File: config.mk
export PLATFORM = sky130hd
export DESIGN_NAME = vga_mem_arbiter
export DESIGN_NICKNAME = d
export VERILOG_FILES = /design/src/rtl/vga_mem_arbiter.sv
export SDC_FILE = /design/constraint.sdc
export NUM_CORES = 1
export LEC_CHECK = 0
export CORE_MARGIN = 1
export CORE_UTILIZATION = 38
export DETAILED_ROUTE_END_ITERATION = 10
export HOLD_SLACK_MARGIN = 0.02
export MAX_ROUTING_LAYER = met4
export PLACE_DENSITY = 0.8
export REMOVE_ABC_BUFFERS = 1
export SKIP_CTS_REPAIR_TIMING = 1
export SLEW_MARGIN = 15
export SYNTH_ARGS = -nofsm -noshare
export SYNTH_HDL_FRONTEND = slang
export SYNTH_SLANG_ARGS = --single-unit
File: constraint.sdc
create_clock -name clk -period 1.3 [get_ports clk]
set_input_delay 0.13 -clock clk [delete_from_list [all_inputs] [get_ports clk]]
set_output_delay 0.13 -clock clk [all_outputs]
set_load 0.1 [all_outputs]
File: src/rtl/vga_mem_arbiter.sv
// Single-port framebuffer arbiter between VGA scanout reads and a pixel writer.
// Optional macro WR_STARVE_GUARD_EN adds a writer starvation guard counter.
module vga_mem_arbiter #(
    parameter int ADDR_W     = 19,
    parameter int DATA_W     = 12,
    parameter int STARVE_MAX = 8
) (
    input  logic              clk,
    input  logic              rst_n,
    input  logic              vblank,
    input  logic              scan_req,
    input  logic [ADDR_W-1:0] scan_addr,
    output logic              scan_gnt,
    output logic              scan_rvalid,
    output logic [DATA_W-1:0] scan_rdata,
    input  logic              wr_req,
    input  logic [ADDR_W-1:0] wr_addr,
    input  logic [DATA_W-1:0] wr_data,
    output logic              wr_gnt,
    output logic              mem_en,
    output logic              mem_we,
    output logic [ADDR_W-1:0] mem_addr,
    output logic [DATA_W-1:0] mem_wdata,
    input  logic [DATA_W-1:0] mem_rdata
);

    if (STARVE_MAX < 1 || STARVE_MAX > 255) begin : g_bad_starve_max
        $error("STARVE_MAX must lie in 1..255");
    end

    logic wr_first;
    logic rd_pend;

`ifdef WR_STARVE_GUARD_EN
    logic [7:0] starve_cnt;

    assign wr_first = vblank || (starve_cnt == 8'(STARVE_MAX));

    always_ff @(posedge clk or negedge rst_n) begin
        if (!rst_n) begin
            starve_cnt <= '0;
        end else if (!wr_req || wr_gnt) begin
            starve_cnt <= '0;
        end else if (starve_cnt != '1) begin
            starve_cnt <= starve_cnt + 8'd1;
        end
    end
`else
    assign wr_first = vblank;
`endif

    // Grants are gated by rst_n so they drop the instant reset asserts.
    always_comb begin
        scan_gnt = 1'b0;
        wr_gnt   = 1'b0;
        if (rst_n) begin
            if (wr_req && (wr_first || !scan_req)) begin
                wr_gnt = 1'b1;
            end else if (scan_req) begin
                scan_gnt = 1'b1;
            end
        end
    end

    // mem_rdata is valid in the mem_en cycle; it is captured at that cycle's end.
    always_ff @(posedge clk or negedge rst_n) begin
        if (!rst_n) begin
            mem_en      <= 1'b0;
            mem_we      <= 1'b0;
            mem_addr    <= '0;
            mem_wdata   <= '0;
            rd_pend     <= 1'b0;
            scan_rvalid <= 1'b0;
            scan_rdata  <= '0;
        end else begin
            mem_en  <= scan_gnt | wr_gnt;
            mem_we  <= wr_gnt;
            rd_pend <= scan_gnt;
            if (wr_gnt) begin
                mem_addr  <= wr_addr;
                mem_wdata <= wr_data;
            end else if (scan_gnt) begin
                mem_addr  <= scan_addr;
                mem_wdata <= '0;
            end
            scan_rvalid <= rd_pend;
            if (rd_pend) begin
                scan_rdata <= mem_rdata;
            end
        end
    end

endmodule

==> run_summary.xml <==
<?xml version="1.0" encoding="UTF-8"?>
<metrics>
  <group name="synth">
    <metric name="ys.flop_type" unit="">dfrtp_1</metric>
    <metric name="syn-instance-count" unit="">146</metric>
    <metric name="syn_warnings" unit="">0</metric>
    <metric name="ys_top_cells_by_count" unit="">mux2_2, dfrtp_1, inv_1</metric>
    <metric name="async_flop_share" unit="%">100</metric>
    <metric name="synth.area.top_cells" unit="">dfrtp_1, mux2_2, mux2i_1, inv_1, nand2_1</metric>
    <metric name="number_of_enable_type_register_cells_in_the_synthesized_netlist" unit="">0</metric>
    <metric name="cell_type_contributing_the_most_total_cell_area_after_synthesis" unit="">dfrtp_1</metric>
    <metric name="synth.lib_cells_used.distinct" unit="">12</metric>
    <metric name="synth_area" unit="µm²">2040</metric>
    <metric name="syn_area_per_cell" unit="µm²">14.0</metric>
    <metric name="synth_most_common_cell" unit="">mux2_2</metric>
    <metric name="synth_top_area_share" unit="%">57.6</metric>
    <metric name="ys_seq_area_share" unit="%">57.6</metric>
    <metric name="ys_seq_elements" unit="">47</metric>
  </group>
  <group name="die">
    <metric name="die-area" unit="µm²">5670</metric>
    <metric name="die_x" unit="µm">75.3</metric>
    <metric name="fp.coreArea" unit="µm²">5140</metric>
    <metric name="die-height" unit="µm">75.3</metric>
    <metric name="initial_core_util" unit="%">39.7</metric>
    <metric name="ios" unit="">115</metric>
    <metric name="floorplan.rows" unit="">26</metric>
  </group>
  <group name="cts">
    <metric name="clk_root_buffer_cell" unit="">clkbuf_8</metric>
    <metric name="clock_latency" unit="ns">0.30</metric>
    <metric name="cts.reportedPaths.clkPinSlew" unit="ns">0.09</metric>
    <metric name="clk_path_buf_depth" unit="">2</metric>
    <metric name="cts-buffers-inserted" unit="">5</metric>
    <metric name="htreeDepth" unit="">2</metric>
    <metric name="tritoncts" unit="">yes</metric>
    <metric name="numClockSinks" unit="">47</metric>
  </group>
  <group name="place">
    <metric name="dpl-instance-area" unit="µm²">3830</metric>
    <metric name="io_buffers" unit="">114</metric>
    <metric name="gp_routability_congestion" unit="">0.681</metric>
    <metric name="place_hpwl" unit="µm">4000</metric>
  </group>
  <group name="cells_and_area">
    <metric name="num-nets-final" unit="">343</metric>
    <metric name="antenna_cells_inserted" unit="">0</metric>
    <metric name="area_growth" unit="%">94.2</metric>
    <metric name="final_cell_area" unit="µm²">3960</metric>
    <metric name="post_route_cells_drive_above_1_share" unit="%">45.1</metric>
  </group>
  <group name="detailed_routing">
    <metric name="route.vias.total" unit="">1581</metric>
    <metric name="drt-pass1-iter-count" unit="">4</metric>
    <metric name="route.detailed.drc" unit="">0</metric>
    <metric name="drtAntennaViolNets" unit="">0</metric>
    <metric name="first_drt_iteration_drcs" unit="">27</metric>
    <metric name="routed_wirelength" unit="µm">4990</metric>
    <metric name="detail_route.vias_per_cell" unit="">4.56</metric>
    <metric name="wire_per_inst" unit="µm">14.4</metric>
  </group>
  <group name="sta">
    <metric name="timing.max_slew.rel_slack" unit="%">60.9</metric>
    <metric name="worst_hold_slack" unit="ns">0.0681</metric>
    <metric name="timing.clock.skew" unit="ns">0.00250</metric>
    <metric name="worst_pin_slew" unit="ns">0.586</metric>
    <metric name="fmax_achieved" unit="GHz">0.905</metric>
    <metric name="finalSetupViolCount" unit="">0</metric>
    <metric name="final.min_clock_period" unit="ns">1.10</metric>
    <metric name="period_share" unit="%">85.0</metric>
    <metric name="rsz_0062_raised_after_global_routing" unit="">false</metric>
    <metric name="drv_slew" unit="">0</metric>
    <metric name="hold_viol_final" unit="">0</metric>
  </group>
  <group name="outcome">
    <metric name="result_of_the_run" unit="">finished, final reports clean</metric>
  </group>
  <group name="global_route">
    <metric name="grt_pass1_wl" unit="µm">7940</metric>
    <metric name="grt_use_total" unit="%">19.9</metric>
    <metric name="globalRouteOverflowTotal" unit="">0</metric>
    <metric name="first_global_vias" unit="">1685</metric>
    <metric name="antenna_found_initial" unit="">0</metric>
    <metric name="maximum_number_of_pins_on_one_net_before_global_route_repair" unit="">48</metric>
  </group>
  <group name="pwr">
    <metric name="peakVddDrop" unit="mV">0.766</metric>
    <metric name="power_per_cell_area" unit="nW/µm²">1510</metric>
    <metric name="power.leakage" unit="nW">1.85</metric>
  </group>
  <group name="critical_path">
    <metric name="regToRegSetupSlack" unit="ns">0.23</metric>
    <metric name="crit_path_end_kind" unit="">output port</metric>
    <metric name="crit_type" unit="">primary input to output port</metric>
    <metric name="critical_path.max_fanout" unit="">4</metric>
    <metric name="worst_ep_arrival_time" unit="ns">0.97</metric>
    <metric name="critPathRequiredTime" unit="ns">1.17</metric>
    <metric name="start_kind" unit="">primary input</metric>
  </group>
  <group name="worst_hold_path">
    <metric name="worstHoldPathType" unit="">primary input to async pin</metric>
  </group>
  <group name="run">
    <metric name="timing.max_cap.violations" unit="">0</metric>
  </group>
</metrics>
[routing by layer]
metal  track usage, %  part of all wire [%]  vias up
met5                -                     0        -
met4             6.17                   1.1        0
met3             3.88                   6.8        7
met2             34.6                    55       74
met1             23.1                    38      754
li1                 -                     -      746
[metrics by stage]
stage / total power, W / std cells / worst slack [ns] / setup TNS, ns / utilization, %
finish: 0.00598 / 347 / 0.195 / 0 / 77.1
floorplan: 0.00374 / 139 / -1.13 / -16.21 / -
detailed placement: 0.00516 / 335 / -0.332 / -8.32 / 74.5
CTS: 0.00603 / 343 / -0.275 / -0.511 / 76.2
global placement: 0.00510 / 335 / -0.312 / -7.72 / 74.5
global route: 0.00619 / 347 / 0.163 / 0 / 77.1
[path summary, 6_finish.rpt]
check / startpoint / endpoint / depth (start not counted)
setup / recovery: scan_req / wr_gnt / 6
hold / removal: rst_n / mem_addr[13] / 3
setup reg to reg: mem_addr[15] / mem_addr[15] / 2
hold reg to reg: mem_wdata[9] / mem_wdata[9] / 2
max in group asynchronous: rst_n / mem_wdata[0] / 3
min in group clk: vblank / rd_pend / 3
[power breakdown]
| group | internal (W) | switching, W |
|---|---|---|
| clock | 0.000374 | 0.000488 |
| combinational | 0.00128 | 0.00193 |
| sequential | 0.00168 | 0.000225 |
[critical path, cell delays in order]
cell and delay [ns]:
dlymetal6s2s_1 0.13, inv_1 0.08, o211ai_4 0.25, buf_8 0.14
inv_1 0.07, buf_12 0.17
[logic make-up after synthesis]
family,after synthesis,share of synthesized area [%]
multiplexers,62,33.7
flip-flops,47,57.6
AND/OR/NAND/NOR,14,2.70
AO/OA/AOI/OAI,2,0.858
buffers and inverters,21,5.15
[cells in the final DEF, fill, tap and decap left out]
master,synthesis,layout
dfrtp_1,47,47
nand2_2,1,1
nand2_1,13,13
mux2i_1,12,12
dlymetal6s2s_1,0,3
buf_8,0,1
clkinv_2,0,1
a21oi_1,1,1
o211ai_4,0,1
clkinvlp_4,0,2
buf_12,0,51
mux2_4,1,1
clkdlybuf4s50_1,0,62
clkbuf_8,0,5
mux2_2,49,49
buf_2,3,1
inv_1,14,14
buf_4,2,12
[registers in the layout, indices dropped and copies added (netlist names)]
register and count:
mem_addr 19, mem_en 1, mem_wdata 12, mem_we 1, rd_pend 1, scan_rdata 12, scan_rvalid 1
[area by class of cell]
class	instances	area, µm²
Timing Repair Buffer	130	1790
Clock buffer	5	68.8
Clock inverter	3	20.0
Sequential cell	47	1180
Inverter	14	52.6
Multi-Input combinational cell	78	768
Fill cell	334	1180
Tap cell	70	87.6
Power figures use the tool's default switching activity.
